==> src/rtl/prm_scan_rdout.sv <==
// Readout sequencer: walks the accumulator's 128 words via sel1/sel2, streams each word
// with its index, and accumulates coverage (popcount) and the lowest set edge bit.
module prm_scan_rdout #(
  parameter int WORD_W = 32,
  parameter int N_BANK = 8,
  parameter int N_WORD = 16,
  parameter int RD_LAT = 1
) (
  input  logic              CLK,
  input  logic              RST,
  input  logic              start,
  output logic [2:0]        sel1,
  output logic [7:0]        sel2,
  input  logic [WORD_W-1:0] result_imp,
  output logic [WORD_W-1:0] m_data,
  output logic [6:0]        m_idx,
  output logic              m_valid,
  input  logic              m_ready,
  output logic              m_last,
  output logic              busy,
  output logic              done,
  output logic [12:0]       cover_cnt,
  output logic [11:0]       first_hit,
  output logic              hit_found
);

  localparam logic [6:0] LAST_IDX    = 7'(N_BANK * N_WORD - 1);
  localparam logic [2:0] SETTLE_LAST = 3'(RD_LAT);

  typedef enum logic [1:0] {IDLE, SEL, SEND, FIN} state_t;

  state_t            r_state;
  state_t            w_next;
  logic [6:0]        r_w;
  logic [2:0]        r_settle;
  logic [2:0]        r_sel1;
  logic [3:0]        r_sel2;
  logic [WORD_W-1:0] r_data;
  logic [6:0]        r_idx;
  logic              r_last;
  logic [12:0]       r_cover;
  logic [11:0]       r_first;
  logic              r_hit;

  logic              w_settled;
  logic              w_lastw;
  logic [6:0]        w_inc;
  logic [5:0]        w_pop;
  logic [4:0]        w_low;
  logic              w_any;

  assign w_settled = (r_settle == SETTLE_LAST);
  assign w_lastw   = (r_w == LAST_IDX);
  assign w_inc     = r_w + 7'd1;
  assign w_any     = |result_imp;

  assign sel1      = r_sel1;
  assign sel2      = {4'b0000, r_sel2};
  assign m_data    = r_data;
  assign m_idx     = r_idx;
  assign m_last    = r_last;
  assign cover_cnt = r_cover;
  assign first_hit = r_first;
  assign hit_found = r_hit;

  // Popcount of the sampled word and LSB-first priority encode of its lowest set bit.
  always_comb begin
    w_pop = '0;
    w_low = '0;
    for (int i = 0; i < WORD_W; i++) begin
      w_pop = w_pop + 6'(result_imp[i]);
    end
    for (int i = WORD_W - 1; i >= 0; i--) begin
      if (result_imp[i]) w_low = 5'(i);
    end
  end

  always_ff @(posedge CLK or posedge RST) begin
    if (RST) r_state <= IDLE;
    else     r_state <= w_next;
  end

  always_comb begin
    w_next  = r_state;
    m_valid = 1'b0;
    busy    = 1'b0;
    done    = 1'b0;
    case (r_state)
      IDLE: if (start) w_next = SEL;
      SEL: begin
        busy = 1'b1;
        if (w_settled) w_next = SEND;
      end
      SEND: begin
        busy    = 1'b1;
        m_valid = 1'b1;
        if (m_ready) w_next = w_lastw ? FIN : SEL;
      end
      FIN: begin
        done   = 1'b1;
        w_next = IDLE;
      end
      default: w_next = IDLE;
    endcase
  end

  // Datapath: word walk, settle timing, beat capture and scan statistics.
  always_ff @(posedge CLK or posedge RST) begin
    if (RST) begin
      r_w      <= '0;
      r_settle <= '0;
      r_sel1   <= '0;
      r_sel2   <= '0;
      r_data   <= '0;
      r_idx    <= '0;
      r_last   <= 1'b0;
      r_cover  <= '0;
      r_first  <= '0;
      r_hit    <= 1'b0;
    end else begin
      case (r_state)
        IDLE: begin
          if (start) begin
            r_w      <= '0;
            r_settle <= '0;
            r_sel1   <= '0;
            r_sel2   <= '0;
            r_cover  <= '0;
            r_first  <= '0;
            r_hit    <= 1'b0;
          end
        end
        SEL: begin
          if (!w_settled) begin
            r_settle <= r_settle + 3'd1;
          end else begin
            r_settle <= '0;
            r_data   <= result_imp;
            r_idx    <= r_w;
            r_last   <= w_lastw;
            r_cover  <= r_cover + {7'b0, w_pop};
            if (!r_hit && w_any) begin
              r_first <= {r_w, w_low};
              r_hit   <= 1'b1;
            end
          end
        end
        SEND: begin
          if (m_ready && !w_lastw) begin
            r_w    <= w_inc;
            r_sel1 <= w_inc[6:4];
            r_sel2 <= w_inc[3:0];
          end
        end
        default: ;
      endcase
    end
  end

endmodule

==> config.mk <==
export PLATFORM = sky130hd
export DESIGN_NAME = prm_scan_rdout
export DESIGN_NICKNAME = d
export VERILOG_FILES = /design/src/rtl/prm_scan_rdout.sv
export SDC_FILE = /design/constraint.sdc
export NUM_CORES = 1
export LEC_CHECK = 0
export BUFFER_PORTS_ARGS = -buffer_cell sky130_fd_sc_hd__buf_2
export CORE_UTILIZATION = 35
export DETAILED_ROUTE_END_ITERATION = 10
export PLACE_DENSITY = 0.61
export SYNTH_ARGS = -nofsm -noshare
export SYNTH_HDL_FRONTEND = slang
export SYNTH_SLANG_ARGS = --single-unit
==> constraint.sdc <==
create_clock -name CLK -period 11.8 [get_ports CLK]
set_input_delay 2.36 -clock CLK [delete_from_list [all_inputs] [get_ports CLK]]
set_output_delay 2.36 -clock CLK [all_outputs]
set_load 0.05 [all_outputs]
==> results.py <==
metrics = {
    "setup_path": {
        "path_max_fanout": 6,
        "path_cells": "buf_2, inv_1, fa_1, fa_1, fa_1, fa_1, fa_1, fa_1, fa_1, fa_1, nor2b_1, o31ai_1, a21oi_1, or2_2, nand3_1, o31ai_1",
        "cpMostUsedCell": "fa_1",
        "path_delay_family": "adder cells",
        "crit_arrival_ns": 7.39,
        "end_kind": "flip-flop",
        "worstSetupPathType": "primary input to flip-flop",
        "cp-start-kind": "primary input",
        "cp_data_required_time_ns": 12.04,
        "cp_num_buf_inv": 2,
        "max_stage_delay_ns": 0.56,
        "worst_path_max_delay_cell": "fa_1",
    },
    "clocking": {
        "numCtsBuffers": 9,
        "cts_tree": "built",
        "clock_sinks": 78,
        "post_cts_resize_count": 0,
        "holdBufCountCts": 0,
        "clockBufferDepth": 2,
        "cts-htree-levels": 3,
        "clockRootBuffer": "clkbuf_16",
        "post-cts-setup-buffer-count": 0,
        "clock_latency_ns": 0.34,
        "cts.clk_slew.worst_paths_ns": 0.07,
    },
    "flow_run": {
        "drv_cap": 0,
    },
    "global_route": {
        "overflow": 0,
        "grt_max_degree": 79,
        "gr-usage-all-layers_pct": 16.68,
        "grt_pass1_vias": 3363,
        "grt_pass1_wl_um": 17250,
        "antenna_found_initial": 0,
    },
    "floorplan": {
        "die_w_um": 116.5,
        "die_h_um": 116.5,
        "die_area_um2": 13570,
        "initial_utilization_pct": 36.05,
        "fp-row-count": 41,
        "boundaryPins": 116,
        "design.core.area_um2": 12720,
    },
    "power": {
        "p_leak_nw": 2.782,
        "vdd_drop_max_mv": 0.1701,
        "p_per_area_nw_per_um2": 295.4,
    },
    "logic_synthesis": {
        "synthDistinctLibCells": 48,
        "synth_seq_area_share_pct": 42.55,
        "synth_edf_count": 0,
        "synth_top_area_share_pct": 42.55,
        "postSynthCellCount": 416,
        "ys_ff_latch": 78,
        "syn_area_um2": 4587,
        "synth-main-ff-cell": "dfrtp_1",
        "yosys-top-cells-area": "dfrtp_1, fa_1, mux2_2, ha_1, inv_1",
        "synth_common_cells": "dfrtp_1, inv_1, mux2_2, nand2_1, fa_1",
        "synthArstFlopShare_pct": 100.0,
        "yosys.area.top_type": "dfrtp_1",
        "yosysWarnings": 0,
        "avgSynthCellArea_um2": 11.03,
        "yosysMostFrequentCell": "dfrtp_1",
    },
    "timing": {
        "fin_worst_skew_ns": 0.01194,
        "finalCriticalPeriod_ns": 7.142,
        "finalMaxSlewViolations": 0,
        "maxClockFrequency_ghz": 0.1400,
        "finalSetupViolations": 0,
        "rsz0062_at_grt": "no",
        "relSlewSlack_pct": 32.37,
        "fin_tns_setup_ns": 0,
        "hold_violations": 0,
        "whs_ns": 0.4724,
        "worst_slew_pin_slew_ns": 1.014,
        "fin_crit_sh_pct": 60.53,
    },
    "finish": {
        "final_util_pct": 44.35,
        "multi_input_area_um2": 2414,
        "antenna_cells": 0,
        "drive_gt1_share_pct": 32.71,
        "nFillCells": 1245,
        "seqCellArea_um2": 1952,
        "nets": 613,
        "syn_to_final_growth_pct": 23.02,
    },
    "detailed_routing": {
        "via_per_inst": 4.973,
        "drcViolationCount": 0,
        "wl_um": 10770,
        "antenna_left": 0,
        "avgRoutedWirePerCell_um": 15.23,
        "route.vias.total": 3516,
        "firstDrtPassIters": 4,
        "drt_iter0_drc": 220,
    },
    "place": {
        "place_congestion": 0.8331,
        "hpwl_um": 8106,
        "portBuffers": 111,
    },
    "hold_path": {
        "min_path_type": "flip-flop to flip-flop",
    },
    "status": {
        "status": "finished clean",
    },
}
[path summary, 6_finish.rpt]
check                      slack (ns)                         to  depth (start not counted)                 startpoint
setup / recovery                 4.66  cover_cnt[12]$_DFFE_PP0P_                         16              result_imp[5]
hold / removal                   0.47  cover_cnt[12]$_DFFE_PP0P_                          1  cover_cnt[12]$_DFFE_PP0P_
setup reg to reg                 6.97  cover_cnt[12]$_DFFE_PP0P_                         14   cover_cnt[0]$_DFFE_PP0P_
hold reg to reg                  0.47  cover_cnt[12]$_DFFE_PP0P_                          1  cover_cnt[12]$_DFFE_PP0P_
max in group asynchronous        8.80      m_data[5]$_DFFE_PP0P_                          3                        RST
min in group asynchronous        2.30   cover_cnt[9]$_DFFE_PP0P_                          3                        RST
[state kept, by name, summed over array words and instances, names as in the netlist]
signal     cells
m_data        32
cover_cnt     13
first_hit     12
m_idx          7
r_w            7
r_settle       3
r_state        2
hit_found      1
m_last         1
[logic make-up (layout without fill, tap and decap cells)]
| kind of cell | count (synthesis) | after routing | synth area share [%] |
|---|---|---|---|
| simple gates | 101 | 101 | 11.32 |
| compound gates | 82 | 82 | 12.03 |
| fa+ha+maj | 47 | 47 | 17.08 |
| xor+xnor | 8 | 8 | 1.528 |
| other cells | 1 | 4 | 0.08175 |
| flops | 78 | 78 | 42.55 |
| mux | 42 | 42 | 10.23 |
| buf+inv | 57 | 173 | 5.183 |
[power breakdown]
part | switching (mW) | internal, mW | leakage [nW]
Combinational | 0.650 | 0.318 | 1.63
Clock | 0.115 | 0.187 | 0.150
Sequential | 0.0492 | 0.349 | 1.00
[per-layer routing]
metal	share of wire [%]	track usage, %	vias up
met5	0	0	-
met4	1.0	4.872	0
met3	6.0	4.619	6
met2	45	25.48	100
met1	48	23.07	1723
li1	-	-	1687
[cell type report]
class | instances | share of cell area, %
Timing Repair Buffer | 114 | 10.24
Tap cell | 172 | 3.814
Sequential cell | 78 | 34.59
Clock inverter | 6 | 1.641
Multi-Input combinational cell | 284 | 42.77
Inverter | 43 | 2.882
Clock buffer | 10 | 4.058
[worst reg2reg max path, stage by stage, from the launching register on]
cell     delay, ns
dfrtp_1       0.37
inv_1         0.07
fa_1          0.58
fa_1          0.45
fa_1          0.49
fa_1          0.53
fa_1          0.43
fa_1          0.43
fa_1          0.42
nor2b_1       0.17
o31ai_1       0.12
a21oi_1       0.22
or2_2         0.17
nand3_1       0.10
o31ai_1       0.21
[cells in the final DEF, fill, tap and decap left out, types with 5 or more instances in the layout]
cell | netlist | final
fa_1 | 26 | 26
nand2_1 | 30 | 30
mux2_2 | 39 | 39
nor2_1 | 20 | 20
ha_1 | 21 | 21
nor4_1 | 6 | 6
a22o_1 | 9 | 9
xor2_1 | 8 | 8
or4_1 | 5 | 5
nand3_1 | 10 | 10
o21ai_0 | 25 | 25
o211ai_1 | 6 | 6
buf_2 | 1 | 111
clkbuf_16 | 0 | 9
dfrtp_1 | 78 | 78
nand2b_1 | 8 | 8
a21oi_1 | 13 | 13
inv_1 | 43 | 42
[per-stage QoR]
| stage | setup slack, ns | area (µm²) | instances | power, mW |
|---|---|---|---|---|
| after floorplan | 4.714 | 4598 | 419 | 1.163 |
| after global placement | 4.399 | 5321 | 691 | 1.359 |
| after detailed placement | 4.308 | 5321 | 691 | 1.372 |
| after CTS | 4.652 | 5643 | 707 | 1.681 |
| after global routing | 4.424 | 5643 | 707 | 1.803 |
| final | 4.658 | 5643 | 707 | 1.667 |
Power figures use the tool's default switching activity.
